[config.mk]
export PLATFORM = sky130hd
export DESIGN_NAME = draw_layer_arbiter
export DESIGN_NICKNAME = d
export VERILOG_FILES = /design/src/rtl/draw_layer_arbiter.sv
export SDC_FILE = /design/constraint.sdc
export NUM_CORES = 1
export LEC_CHECK = 0
export CAP_MARGIN = 20
export CORE_MARGIN = 8
export CORE_UTILIZATION = 29
export CTS_CLUSTER_DIAMETER = 50
export DETAILED_ROUTE_END_ITERATION = 6
export DONT_BUFFER_PORTS = 1
export HOLD_SLACK_MARGIN = 0.15
export PLACE_DENSITY_LB_ADDON = 0.08
export SLEW_MARGIN = 25
export SYNTH_ARGS = -nofsm -noshare
export SYNTH_HDL_FRONTEND = slang
export SYNTH_SLANG_ARGS = --single-unit
[constraint.sdc]
create_clock -name clk -period 0.9 [get_ports clk]
set_clock_uncertainty 0.05 [all_clocks]
set_input_delay 0.09 -clock clk [delete_from_list [all_inputs] [get_ports clk]]
set_output_delay 0.09 -clock clk [all_outputs]
set_load 0.1 [all_outputs]
[src/rtl/draw_layer_arbiter.sv]
// Fixed-priority pixel arbiter for object layers over the background, with per-frame
// player collision summaries. Optional collision pixel counter under DRAW_ARB_COLL_COUNT_EN.
module draw_layer_arbiter #(
    parameter int          NUM_LAYERS  = 4,
    parameter logic [7:0]  TRANSPARENT = 8'hFF,
    localparam int         IDX_W       = $clog2(NUM_LAYERS + 1)
) (
    input  logic                      clk,
    input  logic                      resetN,
    input  logic                      startOfFrame,
    input  logic [NUM_LAYERS-1:0]     layerDrawReq,
    input  logic [8*NUM_LAYERS-1:0]   layerRGB,
    input  logic [7:0]                bgRGB,
    input  logic                      boardersDrawReq,
    output logic [7:0]                RGBout,
    output logic [IDX_W-1:0]          ownerIdx,
    output logic                      collisionPulse,
    output logic                      frameCollision,
    output logic                      frameBorderHit,
    output logic [15:0]               frameCollCount
);

    typedef enum logic {
        WAIT_FRAME = 1'b0,
        ACTIVE     = 1'b1
    } state_t;

    localparam logic [IDX_W-1:0] BG_IDX = IDX_W'(NUM_LAYERS);

    logic [7:0]            layer_rgb [NUM_LAYERS];
    logic [NUM_LAYERS-1:0] eff;

    // A layer only competes when it requests and is not painting the transparent key.
    generate
        for (genvar gi = 0; gi < NUM_LAYERS; gi++) begin : g_eff
            assign layer_rgb[gi] = layerRGB[8*gi +: 8];
            assign eff[gi]       = layerDrawReq[gi] && (layerRGB[8*gi +: 8] != TRANSPARENT);
        end
    endgenerate

    logic coll_hit;
    logic bord_hit;
    logic any_hit;

    assign coll_hit = eff[0] && (|eff[NUM_LAYERS-1:1]);
    assign bord_hit = eff[0] && boardersDrawReq;
    assign any_hit  = coll_hit || bord_hit;

    // Pixel path
    logic [7:0]       rgb_d,   rgb_q;
    logic [IDX_W-1:0] owner_d, owner_q;
    logic             pulse_d, pulse_q;

    always_comb begin
        rgb_d   = bgRGB;
        owner_d = BG_IDX;
        // Walk from lowest priority upward so the lowest index ends up winning.
        for (int i = NUM_LAYERS - 1; i >= 0; i--) begin
            if (eff[i]) begin
                rgb_d   = layer_rgb[i];
                owner_d = IDX_W'(i);
            end
        end
        pulse_d = any_hit;
    end

    always_ff @(posedge clk or negedge resetN) begin
        if (!resetN) begin
            rgb_q   <= 8'h00;
            owner_q <= BG_IDX;
            pulse_q <= 1'b0;
        end else begin
            rgb_q   <= rgb_d;
            owner_q <= owner_d;
            pulse_q <= pulse_d;
        end
    end

    // Frame summary FSM
    state_t state_d,      state_q;
    logic   coll_acc_d,   coll_acc_q;
    logic   bord_acc_d,   bord_acc_q;
    logic   frame_coll_d, frame_coll_q;
    logic   frame_bord_d, frame_bord_q;

    always_comb begin
        state_d      = state_q;
        coll_acc_d   = 1'b0;
        bord_acc_d   = 1'b0;
        frame_coll_d = frame_coll_q;
        frame_bord_d = frame_bord_q;
        case (state_q)
            WAIT_FRAME: begin
                frame_coll_d = 1'b0;
                frame_bord_d = 1'b0;
                // The arming pulse opens the first frame, so its own hits belong to it.
                if (startOfFrame) begin
                    state_d    = ACTIVE;
                    coll_acc_d = coll_hit;
                    bord_acc_d = bord_hit;
                end
            end
            ACTIVE: begin
                if (startOfFrame) begin
                    frame_coll_d = coll_acc_q;
                    frame_bord_d = bord_acc_q;
                    coll_acc_d   = coll_hit;
                    bord_acc_d   = bord_hit;
                end else begin
                    coll_acc_d   = coll_acc_q || coll_hit;
                    bord_acc_d   = bord_acc_q || bord_hit;
                end
            end
            default: begin
                state_d = WAIT_FRAME;
            end
        endcase
    end

    always_ff @(posedge clk or negedge resetN) begin
        if (!resetN) begin
            state_q      <= WAIT_FRAME;
            coll_acc_q   <= 1'b0;
            bord_acc_q   <= 1'b0;
            frame_coll_q <= 1'b0;
            frame_bord_q <= 1'b0;
        end else begin
            state_q      <= state_d;
            coll_acc_q   <= coll_acc_d;
            bord_acc_q   <= bord_acc_d;
            frame_coll_q <= frame_coll_d;
            frame_bord_q <= frame_bord_d;
        end
    end

`ifdef DRAW_ARB_COLL_COUNT_EN
    logic [15:0] coll_cnt_d,   coll_cnt_q;
    logic [15:0] frame_cnt_d,  frame_cnt_q;
    logic [15:0] hit_inc;

    assign hit_inc = any_hit ? 16'd1 : 16'd0;

    always_comb begin
        coll_cnt_d  = 16'd0;
        frame_cnt_d = frame_cnt_q;
        case (state_q)
            WAIT_FRAME: begin
                frame_cnt_d = 16'd0;
                if (startOfFrame) begin
                    coll_cnt_d = hit_inc;
                end
            end
            ACTIVE: begin
                if (startOfFrame) begin
                    frame_cnt_d = coll_cnt_q;
                    coll_cnt_d  = hit_inc;
                end else if (any_hit && (coll_cnt_q != 16'hFFFF)) begin
                    coll_cnt_d  = coll_cnt_q + 16'd1;
                end else begin
                    coll_cnt_d  = coll_cnt_q;
                end
            end
            default: begin
                coll_cnt_d  = 16'd0;
            end
        endcase
    end

    always_ff @(posedge clk or negedge resetN) begin
        if (!resetN) begin
            coll_cnt_q  <= 16'd0;
            frame_cnt_q <= 16'd0;
        end else begin
            coll_cnt_q  <= coll_cnt_d;
            frame_cnt_q <= frame_cnt_d;
        end
    end

    assign frameCollCount = frame_cnt_q;
`else
    assign frameCollCount = 16'd0;
`endif

    assign RGBout         = rgb_q;
    assign ownerIdx       = owner_q;
    assign collisionPulse = pulse_q;
    assign frameCollision = frame_coll_q;
    assign frameBorderHit = frame_bord_q;

endmodule

==> reports/qor.csv <==
metric,value,unit
most area-hungry cell type in the Yosys netlist,dfrtp_1,
Max VDD drop,0.000782,V
Post-Route WL,4330,um
Post-synth top cells,"nand2_1, buf_4, dfrtp_1",
"Most Used Layer, Global Route",met2,
Syn Inst Count,137,
Crit Path Category,reg2out,
Worst Tran Pin Value,0.724,ns
global-route wire length before repair,6810,um
Antenna diodes,0,
Synth Register Bits,17,
CTS tree,done,
sw frac,44.2,%
Hold EP,RGBout[0],
Max Fclk,858,MHz
Yosys cell types,33,
Root Driver,clkbuf_8,
RSZ-0062 raised after global routing,yes,
"Design Area, Final",2070,um^2
"EDFF count, synth",0,
vias in the first global route,1359,
setup slack at placement,-0.441,ns
Crit Reg-Reg Startpoint,state_q,
1st-iter DRT viols,23,
nets@finish,230,
Seq pwr share,30.7,%
DRT antenna net count,0,
clk slew on worst S/H paths,0.06,ns
reg2reg setup slack,-0.05,ns
DIE HEIGHT,81.8,um
failing checks,"hold timing, setup timing",
Post-route DRC,0,
Final Setup Violations,24,
post-DR wirelength/cell,18.6,um
initial core utilization,29.4,%
fin crit period,1.17,ns
MaxCap Viol Count,0,
HPWL Detailed,3410,um
Layout area overhead,65.3,%
clock tree buffer depth,2,
CP Capture Type,output pin,
met2 usage,24.9,%
routability-driven placement congestion ratio,0.813,
CP required,0.76,ns
die area,6680,um^2
Pint,0.00166,W
post-synthesis sequential area ratio,34.0,%
Final Slew Violations,0,
hold slack,-0.131,ns
critical path arrival,1.03,ns
Synth top area share,31.9,%
final hold viol count,17,
CTS Hold Buffers Added,15,
aggregate global-route resource usage,13.2,%
grt total ovfl,0,
PnR Total Power,0.00297,W
vias per cell,4.99,
HP Class,in2reg,
Ports,78,
sw power,0.00131,W
M1 GR Usage,14.0,%
final core occ,48.6,%
GR Util met3,3.72,%
synthesized cell area,1250,um^2
H-tree depth,1,
CORE AREA,4260,um^2
area post-placement,1560,um^2
antenna violations before repair,0,
Static Leakage,0.846,nW
r2r endpoint,coll_acc_q,
Die Wd,81.8,um
fin crit share,130,%
DR pass1 iterations,6,
total number of yosys warnings,0,
share of cells above drive strength 1,41.4,%
I/O Buffers,0,
Synth area leaders,"dfrtp_1, buf_4, mux2i_1, nand2_1, a2bb2oi_1",
Site Rows,24,
slack of the critical path,-0.266,ns
CP max FO,1,
worst skew pair latency,0.24,ns
average size of a mapped cell,9.15,um^2
most frequent cell after synthesis,nand2_1,
CTS Buf Count,3,
fraction of registers with async set/reset,100,%
Power Density,1430,nW/um^2
WHS Path Cells,1,
Clock power frac,18.1,%
status,"complete, but fails checks",
min-delay src,layerDrawReq[0],
R2R cell count,3,
Main synth FF type,dfrtp_1,
largest net degree at the start of global routing,18,
slew margin rel.,51.7,%
Startpoint Class,register,
vias,1162,
Logic pwr share,51.1,%
TritonCTS Sinks,17,
[kinds of logic after synthesis]
family                 after synthesis  synth area share [%]
AO/OA/AOI/OAI                       36                  22.4
AND/OR/NAND/NOR                     47                  20.5
other                                1                 0.299
buffers and inverters               26                  14.9
flip-flops                          17                  34.0
multiplexers                        10                  7.98
[worst max path at each step]
stage                             from           to  slack [ns]  cells past startpoint
after floorplan           layerRGB[11]    RGBout[1]       -0.13                      5
after global placement    layerRGB[14]    RGBout[6]       -0.47                      5
after detailed placement  layerRGB[14]    RGBout[6]       -0.44                      5
after CTS                  ownerIdx[2]  ownerIdx[2]       -0.27                      0
after global routing       ownerIdx[2]  ownerIdx[2]       -0.29                      0
final                      ownerIdx[2]  ownerIdx[2]       -0.27                      0
[state kept, by name, indices dropped and copies added (netlist names)]
register        count
RGBout              8
ownerIdx            3
bord_acc_q          1
coll_acc_q          1
collisionPulse      1
frameBorderHit      1
frameCollision      1
state_q             1
[final cells by class]
cell class / count / area (um^2)
Fill cell: 400 / 2190
Timing Repair Buffer: 46 / 581
Sequential cell: 17 / 440
Inverter: 4 / 15.0
Clock buffer: 4 / 45.0
Multi-Input combinational cell: 110 / 926
Tap cell: 52 / 65.1
[through the flow]
step	std cells	hold slack (ns)	TNS (ns)
2_1_floorplan	152	-0.256	-2.39
6_report	233	-0.131	-1.63
5_1_grt	233	-0.140	-2.46
3_3_place_gp	208	-0.255	-4.53
4_1_cts	234	-0.119	-2.86
3_5_place_dp	208	-0.255	-4.50
[layer usage]
layer / part of all wire, % / routed length, um
met1: 34 / 1480
met3: 8.7 / 377
met4: 1.1 / 47
met5: 0 / 0
met2: 56 / 2430
[placed cells by master, fill, tap and decap left out, types with 3 or more instances in the layout]
cell	n
a2bb2oi_2	5
mux2i_1	6
nand2_1	21
buf_6	8
a21oi_1	6
buf_12	13
o221ai_2	3
conb_1	16
dlygate4sd3_1	13
o221ai_1	3
nor2b_1	3
buf_4	10
inv_1	3
dfrtp_1	10
clkbuf_8	3
dfrtp_2	5
nand2b_1	7
nand4_1	6
a21oi_2	3
[power by group through the flow]
stage               sequential (W)  clock (W)  combinational, W
global placement          0.000928          0           0.00126
CTS                       0.000916   0.000559           0.00147
global route              0.000919   0.000603           0.00158
finish                    0.000913   0.000540           0.00152
floorplan                  0.00131          0          0.000592
detailed placement        0.000927          0           0.00127
[repair_timing]
| item | CTS | global route |
|---|---|---|
| cloned | 2 | 0 |
| endpoints found under the hold margin | 32 | 25 |
| pin swaps | 9 | 9 |
| resized for setup | 34 | 19 |
| setup buffers | 40 | 3 |
| endpoints found under the setup margin | 27 | 48 |
(Power assumes the default switching activity.)
==> variant 1 (config.mk and constraints unchanged) <==
`TRANSPARENT`: 8'hFF -> 8'hBF.
--- a/src/rtl/draw_layer_arbiter.sv
+++ b/src/rtl/draw_layer_arbiter.sv
@@ -4,3 +4,3 @@
     parameter int          NUM_LAYERS  = 4,
-    parameter logic [7:0]  TRANSPARENT = 8'hFF,
+    parameter logic [7:0]  TRANSPARENT = 8'hBF,
     localparam int         IDX_W       = $clog2(NUM_LAYERS + 1)
Check against the original RTL: not equivalent (a bounded check fails within 4 cycles, from zero or initial values and one cycle with resetN low).
==> variant 1 against the unedited design <==
The flow still finishes with violations (negative hold slack, negative setup slack); synthesized cell count decreased by 2.2%; sequential share of layout area about the same; non-clock buffer count increased by 8; worst setup slack got worse by 0.0035 ns; sequential cell count unchanged; register-to-register slack improved by 0.03 ns; via count increased by 3.9%; power decreased by 0.69%; highest routed layer unchanged; wire length increased by 3.9%; area after synthesis decreased by 0.20%; design area increased by 1.4%.
==> variant 1: results <==
export IMPL_status="finished with violations"
export IMPL_violations="negative hold slack, negative setup slack"
export IMPL_regToRegSetupSlack_ns=-0.02
export IMPL_hold_violations=18
export IMPL_drive_gt1_frac=0.449
export IMPL_grtUsageMet3=0.0361
export IMPL_dp_slack_ns=-0.371
export IMPL_ir_worst_vdd_mv=0.766
export IMPL_num_vias=1207
export IMPL_comb_multi_input_count=107
export IMPL_setup_viol=24
export IMPL_met2_usage=0.208
export IMPL_holdPathEnd="RGBout[3]"
export IMPL_cts_resized_gates=30
export IMPL_clkbuf_count=3
export IMPL_fill_cells=422
export IMPL_wl_um=4500
export IMPL_synth_commonest_cells="buf_4, dfrtp_1, nand2_1"
export IMPL_grt_util_all_layers=0.133
export IMPL_ctsHoldBuffers=17
export IMPL_multi_input_area_share=0.415
export IMPL_nets=236
export IMPL_worst_slack_ns=-0.270
export IMPL_dr_wl_met3_um=363
export IMPL_p_leak_nw=0.893
export IMPL_sh_seq_area=0.213
export IMPL_drt_iter0_markers=14
export IMPL_whs_ns=-0.109
export IMPL_seq_area_frac_synth=0.341
export IMPL_r2r_cells=2
export IMPL_wl_per_cell_um=18.8
export IMPL_cp_arrival_ns=1.03
export IMPL_ys_types=35
export IMPL_inv_count=5
export IMPL_grt_pass1_wl_um=6780
export IMPL_grtUsageMet1=0.164
export IMPL_wl_met1_um=1810
export IMPL_clock_cell_area_share=0.0220
export IMPL_placed_cell_area_mm2=0.00164
export IMPL_dp_cells=212
export IMPL_place_congestion=0.889
export IMPL_postLayoutCellArea_mm2=0.00210
export IMPL_setup_tns_ns=-1.85
export IMPL_dr_wl_met2_um=2220
export IMPL_worstMarginPinSlew_ns=0.745
export IMPL_buf_share=0.310
export IMPL_syn_instance_count=134
export IMPL_grt_pass1_vias=1351
export IMPL_firstDrtPassIters=4
-- variant 1: changes by cell type after synthesis, moves of 2 or more --
cell	change
nand2b_1	-2
a221oi_1	+3
o211a_1	+2
o22ai_1	+3
nor2_1	+5
a2bb2oi_1	-3
mux2i_1	-4
nand2_1	-6
nand4b_1	+2
o21ai_2	-2
o21ai_4	+2
-- variant 1: kinds of logic (layout without fill, tap and decap cells) --
group,count (synthesis),count (layout),share of synthesized area
other,1,16,0.00300
multiplexers,6,6,0.0480
flip-flops,17,17,0.341
AND/OR/NAND/NOR,44,44,0.199
buffers and inverters,25,63,0.147
AO/OA/AOI/OAI,41,41,0.262
-- variant 1: power breakdown --
| part | total [mW] | internal, mW | switching (mW) |
|---|---|---|---|
| logic | 1.49 | 0.507 | 0.984 |
| clock network | 0.553 | 0.306 | 0.246 |
| registers | 0.910 | 0.845 | 0.0648 |
| total | 2.95 | 1.66 | 1.29 |
==> variant 2 (same settings) <==
Made on the original files. `rgb_q` no longer has a reset.
--- a/src/rtl/draw_layer_arbiter.sv
+++ b/src/rtl/draw_layer_arbiter.sv
@@ -68,3 +68,2 @@
         if (!resetN) begin
-            rgb_q   <= 8'h00;
             owner_q <= BG_IDX;
@@ -72,3 +71,2 @@
         end else begin
-            rgb_q   <= rgb_d;
             owner_q <= owner_d;
@@ -76,2 +74,6 @@
         end
+    end
+
+    always_ff @(posedge clk) begin
+        rgb_q <= rgb_d;
     end
Formal check against the unedited RTL: not equivalent (Yosys sat finds a counterexample within 4 cycles, from zero or initial values and one cycle with resetN low).
==> variant 2 against the unedited design <==
The flow still finishes with violations (negative hold slack, negative setup slack); synthesized cell count stayed put; power shrank 1.8%; wire length fell by 8.8%; sequential cell count unchanged; sequential power is essentially flat; area after synthesis decreased by 3.2%; design area fell by 7.1%; clock power increased by 7.8%; critical path depth is the same; worst setup slack got worse by 0.012 ns; critical path type unchanged.
==> variant 2: results <==
export IMPL_synth_compound_area_frac=0.231
export IMPL_hp_class="in -> reg"
export IMPL_status="finished with violations"
export IMPL_path_clk_slew_ns=0.07
export IMPL_htree_levels=1
export IMPL_grt_start_max_net_pins=11
export IMPL_violations="negative hold slack, negative setup slack"
export IMPL_synthAdderAreaFrac=0
export IMPL_yosysWarnings=0
export IMPL_dp_cells=206
export IMPL_worstSetupPathType="reg -> out"
export IMPL_ctsHoldBuffers=22
export IMPL_rr_startpoint="state_q"
export IMPL_cp_max_fo=1
export IMPL_cp_arrival_ns=1.04
export IMPL_drive_gt1_frac=0.360
export IMPL_drt_iter0_markers=11
export IMPL_p_per_area_mw_per_mm2=1520
export IMPL_grt_util_all_layers=0.117
export IMPL_ys_types=34
export IMPL_cts_resized_gates=12
export IMPL_dpl_hpwl_um=3140
export IMPL_wl_um=3950
export IMPL_setup_viol=19
export IMPL_grt_pass1_wl_um=6060
export IMPL_p_leak_nw=0.823
export IMPL_place_congestion=0.720
export IMPL_firstDrtPassIters=4
export IMPL_nets=235
export IMPL_clk_path_buf_depth=2
export IMPL_syn_instance_count=137
export IMPL_antenna_found_initial=0
export IMPL_dp_slack_ns=-0.358
export IMPL_ys_flop_type="dfxtp_1"
export IMPL_viasPerCell=4.95
export IMPL_hold_violations=1
export IMPL_powerComb_mw=1.43
export IMPL_synthXorXnorAreaFrac=0
export IMPL_worst_slack_ns=-0.278
export IMPL_post_cts_buffers=3
export IMPL_cts_made_buffers=3
export IMPL_num_vias=1168
export IMPL_synthMuxAreaShare=0.0825
export IMPL_seq_area_frac_synth=0.319
export IMPL_ir_worst_vdd_mv=0.666
export IMPL_cts_root_buf="clkbuf_8"
export IMPL_p_clk_frac=0.199
export IMPL_antenna_cells=0
export IMPL_placed_cell_area_mm2=0.00153
export IMPL_async_reset_ff_frac=0.529
export IMPL_internal_power_mw=1.63
export IMPL_setup_tns_ns=-0.919
export IMPL_whs_ns=-0.125
export IMPL_synth_commonest_cells="nand2_1, buf_4, mux2i_1"
export IMPL_synthTopCellsByArea="dfrtp_1, dfxtp_1, buf_4"
variant 2: layer usage:
metal,part of all wire,routed length [um],GRT usage
met4,0.0094,37,0.0143
met5,0,0,0
met1,0.37,1480,0.124
met3,0.10,405,0.0603
met2,0.51,2030,0.207
variant 2: cells by family after synthesis:
logic type,after synthesis
AO/OA/AOI/OAI,36
other,1
multiplexers,10
flip-flops,17
AND/OR/NAND/NOR,47
buffers and inverters,26
variant 2: final timing paths:
path,to,slack [ns],cells past startpoint
setup / recovery,ownerIdx[2],-0.28,0
hold / removal,RGBout[0],-0.12,1
setup reg to reg,coll_acc_q,-0.05,3
hold reg to reg,frameBorderHit,0.50,2
max in group asynchronous,frameCollision,0.31,1
min in group asynchronous,bord_acc_q,0.15,1
variant 2: layout make-up:
class	count	area (um^2)
Clock inverter	1	5.00
Timing Repair Buffer	51	614
Tap cell	50	62.6
Clock buffer	3	41.3
Fill cell	386	2100
Multi-Input combinational cell	110	778
Inverter	4	15.0
Sequential cell	17	409
